## config.mk

```make
export PLATFORM = sky130hd
export DESIGN_NAME = demux_y_adc_16ch
export DESIGN_NICKNAME = d
export VERILOG_FILES = /design/src/rtl/demux_y_adc_16ch.sv
export SDC_FILE = /design/constraint.sdc
export NUM_CORES = 2
export LEC_CHECK = 0
export CAP_MARGIN = 30
export CORE_UTILIZATION = 51
export CTS_CLUSTER_DIAMETER = 200
export CTS_CLUSTER_SIZE = 8
export DETAILED_ROUTE_END_ITERATION = 10
export PLACE_DENSITY = 0.76
export SLEW_MARGIN = 20
export SYNTH_ARGS = -nofsm -noshare
export SYNTH_HDL_FRONTEND = slang
export SYNTH_SLANG_ARGS = --single-unit
```

## constraint.sdc

```tcl
create_clock -name clk -period 3.6 [get_ports clk]
set_input_delay 0.72 -clock clk [delete_from_list [all_inputs] [get_ports clk]]
set_output_delay 0.72 -clock clk [all_outputs]
set_load 0.05 [all_outputs]
```

## src/rtl/demux_y_adc_16ch.sv

```systemverilog
// Receive-side de-interleaver: steers a serial sample stream into
// NCH channel slots and hands out complete frames over valid/ready.
module demux_y_adc_16ch #(
  parameter int DW  = 32,
  parameter int NCH = 16,
  parameter int CW  = 4
) (
  input  logic              clk,
  input  logic              GlobalReset,
  input  logic [DW-1:0]     y_in,
  input  logic              y_valid,
  input  logic              y_sync,
  output logic [CW-1:0]     ch_sel,
  output logic [NCH*DW-1:0] y_out,
  output logic              out_valid,
  input  logic              out_ready,
  output logic              overrun
);

  // The last slot is never stored: it is merged straight from y_in.
  logic [DW-1:0]     bank_q [NCH-1];
  logic [DW-1:0]     bank_d [NCH-1];
  logic [CW-1:0]     ch_sel_q, ch_sel_d;
  logic [NCH*DW-1:0] y_out_q, y_out_d;
  logic              out_valid_q, out_valid_d;
  logic              overrun_q, overrun_d;
  logic              complete;
  logic              accept;

  always_comb begin
    bank_d      = bank_q;
    ch_sel_d    = ch_sel_q;
    y_out_d     = y_out_q;
    out_valid_d = out_valid_q;
    overrun_d   = overrun_q;
    complete    = 1'b0;
    accept      = out_valid_q && out_ready;

    unique case (1'b1)
      y_sync && y_valid: begin
        bank_d[0] = y_in;
        ch_sel_d  = CW'(1);
      end
      y_sync && !y_valid: begin
        ch_sel_d = '0;
      end
      !y_sync && y_valid: begin
        ch_sel_d = ch_sel_q + CW'(1);
        if (ch_sel_q == CW'(NCH-1)) begin
          complete = 1'b1;
        end else begin
          bank_d[ch_sel_q] = y_in;
        end
      end
      default: begin
      end
    endcase

    if (complete) begin
      for (int k = 0; k < NCH-1; k++) begin
        y_out_d[k*DW +: DW] = bank_q[k];
      end
      y_out_d[(NCH-1)*DW +: DW] = y_in;
      out_valid_d = 1'b1;
      if (out_valid_q && !out_ready) begin
        overrun_d = 1'b1;
      end
    end else if (accept) begin
      out_valid_d = 1'b0;
    end
  end

  always_ff @(posedge clk) begin
    if (GlobalReset) begin
      bank_q      <= '{default: '0};
      ch_sel_q    <= '0;
      y_out_q     <= '0;
      out_valid_q <= 1'b0;
      overrun_q   <= 1'b0;
    end else begin
      bank_q      <= bank_d;
      ch_sel_q    <= ch_sel_d;
      y_out_q     <= y_out_d;
      out_valid_q <= out_valid_d;
      overrun_q   <= overrun_d;
    end
  end

  assign ch_sel    = ch_sel_q;
  assign y_out     = y_out_q;
  assign out_valid = out_valid_q;
  assign overrun   = overrun_q;

endmodule

```

---- Word level (Yosys, flattened, before mapping) ----
Index checks and enable logic that the tools add are counted.
operators by class
  add/subtract/negate cells ............... 1
  multipliers ............................. 0
  divide/modulo/power cells ............... 0
  $lt $le $gt $ge ......................... 2
  equality and inequality tests ........... 2
  shifts and indexed selects .............. 0
  muxes and demuxes ....................... 10
  bitwise logic cells ..................... 2
  reductions and logical operators ........ 15
operator list
  cell                   number
  $bwmux W480            1
  $mux W480              1
  $demux W32 S4          1
  $pmux W32 S2           1
  $mux W32               1
  $pmux W4 S3            1
  $logic_and A1 B1 Y1    6
  $reduce_and A2 Y1      3
  $ge A5 B5 Y1 const B   1
  $lt A5 B1 Y1 const B   1
  $not A4 Y5             1
  $add A4 B1 Y4 const B  1
  $eq A4 B4 Y1 const B   1
  $mux W1                4
  $reduce_bool A2 Y1     2
  $logic_not A1 Y1       3
  $reduce_bool A3 Y1     1
  $ne A2 B2 Y1 const B   1
  $not A1 Y1             1
word-level totals
  register bits after elaboration ......... 998
  latch bits .............................. 0
  memory bits (writable) .................. 0
  bits in read-only memories .............. 0
  output and inout port bits .............. 518
  logic and storage cells ................. 51
  memories kept ........................... 0

---- Logic depth before layout (Yosys ltp) ----
  word-level depth ........................ 8
  mapped depth ............................ 8
  mapped depth without buffers ............ 5

---- Least setup slack after synthesis ----
Ideal clock, no wire load.
  path kind ............................... input to register
  start ................................... input port y_sync
  end ..................................... register bank_q[321] in the netlist's numbering
  setup time .............................. 0.070 ns
  data arrival time ....................... 1.915 ns
  setup slack ............................. 1.615 ns
  stages on the path ...................... 8
  buffers on the path ..................... 3
  path through ............................ inv_1 ha_1 buf_6 buf_6 nand4b_1 clkbuf_1 nand2_1 a21oi_1
between the ends
  cells in the longest elaborated chain, start to end .. 3
RTL lines
  what                                line  source
  start: declaration                  12    input logic y_sync,
  $logic_not A1 Y1                    47    !y_sync && y_valid: begin
  $logic_and A1 B1 Y1                 47
  $reduce_and A2 Y1 (no source line)  -
  end signal: assignment              81    bank_q <= bank_d;
  end: declaration                    21    logic [DW-1:0] bank_q [NCH-1];
No other way between the ends.
A chain may end at the register's enable or synchronous reset.

---- Final worst setup path ----
  start ................................... register ch_sel_q[2], in the netlist ch_sel[2]
  end ..................................... output port ch_sel[2]
RTL lines
  what                      line  source
  start: declaration        23    logic [CW-1:0] ch_sel_q, ch_sel_d;
  start signal: assignment  82    ch_sel_q <= ch_sel_d;
  end: declaration          13    output logic [CW-1:0] ch_sel,
No word-level cell between the ends.

==> out/metrics.json <==
{
  "critical_path": {
    "worstReg2RegStart": "ch_sel[0]",
    "crit_path_max_incr_delay_ns": 0.96,
    "crit_chain": "buf_4 > clkdlybuf4s50_1",
    "path_class": "register to primary output",
    "critPathMaxFanout": 30,
    "crit_path_start_kind": "register",
    "cp_slowest_cell": "sky130_fd_sc_hd__clkdlybuf4s50_1",
    "critical_path_required_ns": 2.88,
    "setup.worst_path.start": "ch_sel[2]",
    "endpoint_kind": "primary output",
    "regToRegSetupSlack_ns": 1.21,
    "critical_path.endpoint": "ch_sel[2]",
    "worstRegToRegCells": 6,
    "timing.rr.end": "y_out[506]",
    "crit_arrival_ns": 2.28
  },
  "placement": {
    "detailedPlacementHpwl_um": 70770,
    "port_buffers": 554,
    "preCtsSetupSlack_ns": 0.5961,
    "globalplace.congestion": 0.8283
  },
  "run": {
    "drv.max_cap_violation_count": 0
  },
  "timing": {
    "worst-slew-pin-transition_ns": 0.9875,
    "min_period_ns": 2.998,
    "timing.hold.ws_ns": 0.4309,
    "grt_setup_unrepaired": "false",
    "final_critical_path_setup_slack_ns": 0.6021,
    "hold_viol_final": 0,
    "timing.final.max_slew_violations": 0,
    "timing.max_slew.rel_slack_pct": 33.96,
    "final-setup-viol-count": 0,
    "fmax_mhz": 333.6,
    "setup_tns_ns": 0,
    "clock-skew-final_ns": 0.03161,
    "layout_worst_path_cycle_share_pct": 83.28
  },
  "clocking": {
    "clock_tree_from_tritoncts": "built",
    "cts.sinks": 998,
    "path_clk_slew_ns": 0.05,
    "clock_tree.htree_level_count": 4,
    "max-clock-path-buffers": 3,
    "numCtsBuffers": 142,
    "cts_hold_repair.buffers": 0,
    "ctsResizeCount": 0,
    "postCtsSetupRepairBufs": 0,
    "cts.root.buffer_cell": "sky130_fd_sc_hd__clkbuf_16",
    "insertion_delay_ns": 0.72
  },
  "status": {
    "result_of_the_run": "finished, final reports clean"
  },
  "logic_synthesis": {
    "synth_fp_nets": 4349,
    "post_synth_instance_area_mm2": 0.03521,
    "synth_seq_cells": 998,
    "yosysTopAreaCell": "sky130_fd_sc_hd__dfxtp_1",
    "synth-seq-area-share_pct": 56.75,
    "syn_inst": 4304,
    "dominantRegCellSynth": "sky130_fd_sc_hd__dfxtp_1",
    "synthesis.area_per_instance_um2": 8.180,
    "post_synth_main_area_contributors": "sky130_fd_sc_hd__dfxtp_1 57%, sky130_fd_sc_hd__nand2_1 18%, sky130_fd_sc_hd__a21oi_1 12%, sky130_fd_sc_hd__mux2i_1 3.7%, sky130_fd_sc_hd__nand2b_1 2.9%",
    "async_flop_share_pct": 0,
    "yosysTopAreaCellShare_pct": 56.75,
    "synth_cell_type_count": 30,
    "number_of_enable_flip_flop_cells_after_synthesis": 0,
    "synth_warnings": 0
  },
  "worst_hold_path": {
    "hold-path-cell-count": 2,
    "holdCritPathClass": "register to register"
  },
  "floorplan": {
    "die_width_um": 264.7,
    "num_rows": 95,
    "fp.coreArea_mm2": 0.06775,
    "start_util_pct": 51.96,
    "pin_count": 555,
    "design.die.area_mm2": 0.07009,
    "dieHeight_um": 264.7
  },
  "detailed_routing": {
    "vias": 30790,
    "postRouteAntennaNets": 0,
    "number_of_optimization_iterations_in_the_first_detailed_route_pass": 6,
    "routed_via_density": 5.491,
    "routed_wl_um": 115100,
    "drt_drc_violations_left": 0,
    "wire_per_inst_um": 20.53,
    "dr.first_iter.drc_count": 3126
  },
  "power_and_ir_drop": {
    "power.density_cell_area_mw_per_mm2": 522.6,
    "vdd.ir_drop.worst_uv": 312.0,
    "p_leak_nw": 15.32
  },
  "global_routing": {
    "globalRouteOverflowTotal": 0,
    "grt_util_overall_pct": 31.83,
    "antenna_found_initial": 8,
    "wire_length_of_the_first_global_routing_pass_um": 169600,
    "grt_max_degree": 152,
    "grt_pass1_vias": 28480
  },
  "cells_and_area": {
    "nets": 4766,
    "antenna-diode-count": 0,
    "final_layout_size_suffix_gt1_share_pct": 5.661,
    "areaGrowthSynthToFinish_pct": 27.61
  }
}
[critical path: cells and delay by family, from the launching register on]
| family | cells | cell delay, ns |
|---|---|---|
| buf+inv | 2 | 1.27 |
| flops | 1 | 0.30 |
[flip-flops by register name, summed over array words and instances (netlist names)]
signal,count
y_out,512
overrun,1
out_valid,1
ch_sel,4
bank_q,480
[cell families after synthesis]
group,after synthesis,share of synthesized area (%)
DFF,998,56.75
buffers and inverters,367,4.602
muxes,130,3.696
adders and majority gates,8,0.2843
AOI/OAI and AO/OA,871,12.42
and+or+nand+nor,1930,22.25
[worst min-delay path by stage]
stage                startpoint  slack (ns)          to
detailed placement  bank_q[150]        0.44  y_out[342]
floorplan           bank_q[356]        0.43  y_out[100]
CTS                  bank_q[59]        0.43  y_out[443]
global placement    bank_q[320]        0.44  y_out[128]
global route         bank_q[90]        0.46  y_out[410]
finish               bank_q[61]        0.43  y_out[445]
[cells in the final DEF (no fill, tap or decap), drive strengths merged, types with 2 or more instances in the layout]
master	netlist	final
inv	4	12
and4b	8	8
nand4	2	2
clkbuf	235	147
mux2i	130	130
nor4bb	2	2
nand4b	9	9
a21oi	867	867
nor2	4	4
and3b	2	2
dfxtp	998	998
clkdlybuf4s50	0	535
a31oi	2	2
nand2	1730	1730
nand3	4	4
ha	8	8
buf	128	100
nand4bb	3	3
nand2b	161	161
clkinv	0	3
[cell usage after synthesis (2+ instances only)]
master                         n
sky130_fd_sc_hd__and3b_1       2
sky130_fd_sc_hd__buf_4        27
sky130_fd_sc_hd__nand4b_1      9
sky130_fd_sc_hd__ha_1          8
sky130_fd_sc_hd__buf_2        99
sky130_fd_sc_hd__a21oi_1     867
sky130_fd_sc_hd__buf_6         2
sky130_fd_sc_hd__nor2_1        4
sky130_fd_sc_hd__nand2b_1    161
sky130_fd_sc_hd__nand3_1       2
sky130_fd_sc_hd__nand2_1    1730
sky130_fd_sc_hd__clkbuf_2      2
sky130_fd_sc_hd__clkbuf_1    233
sky130_fd_sc_hd__nand4_1       2
sky130_fd_sc_hd__nand3_2       2
sky130_fd_sc_hd__mux2i_1     130
sky130_fd_sc_hd__nor4bb_1      2
sky130_fd_sc_hd__dfxtp_1     998
sky130_fd_sc_hd__nand4bb_1     3
sky130_fd_sc_hd__inv_1         4
sky130_fd_sc_hd__and4b_1       8
[metal layers]
layer / GRT usage [%] / vias up / part of all wire (%)
met3: 7.311 / 254 / 9.2
met5: 0 / - / 0.020
met2: 50.52 / 1343 / 47
met4: 15.83 / 4 / 4.4
li1: - / 14580 / -
met1: 40.77 / 14610 / 40
[metrics by stage]
step                power (mW)  utilization [%]  std cells  instance area [um^2]
CTS                      23.56            66.25       5605                 44890
floorplan                11.67                -       4304                 35210
detailed placement       11.98            60.65       5448                 41090
finish                   23.48            66.31       5607                 44930
global route             24.11            66.31       5607                 44930
global placement         11.98            60.65       5448                 41090
[cell type report]
cell class / count / area, um^2
Sequential cell: 998 / 19980
Fill cell: 5431 / 22830
Multi-Input combinational cell: 2939 / 13650
Inverter: 4 / 15.01
Clock buffer: 146 / 3642
Tap cell: 873 / 1092
Timing Repair Buffer: 636 / 6387
Clock inverter: 11 / 155.1
[where the power goes]
part	internal, mW	total (mW)	switching, mW
logic	0.152	0.649	0.496
clock network	7.10	11.7	4.59
registers	11.1	11.1	0.0221
(Power assumes the default switching activity.)
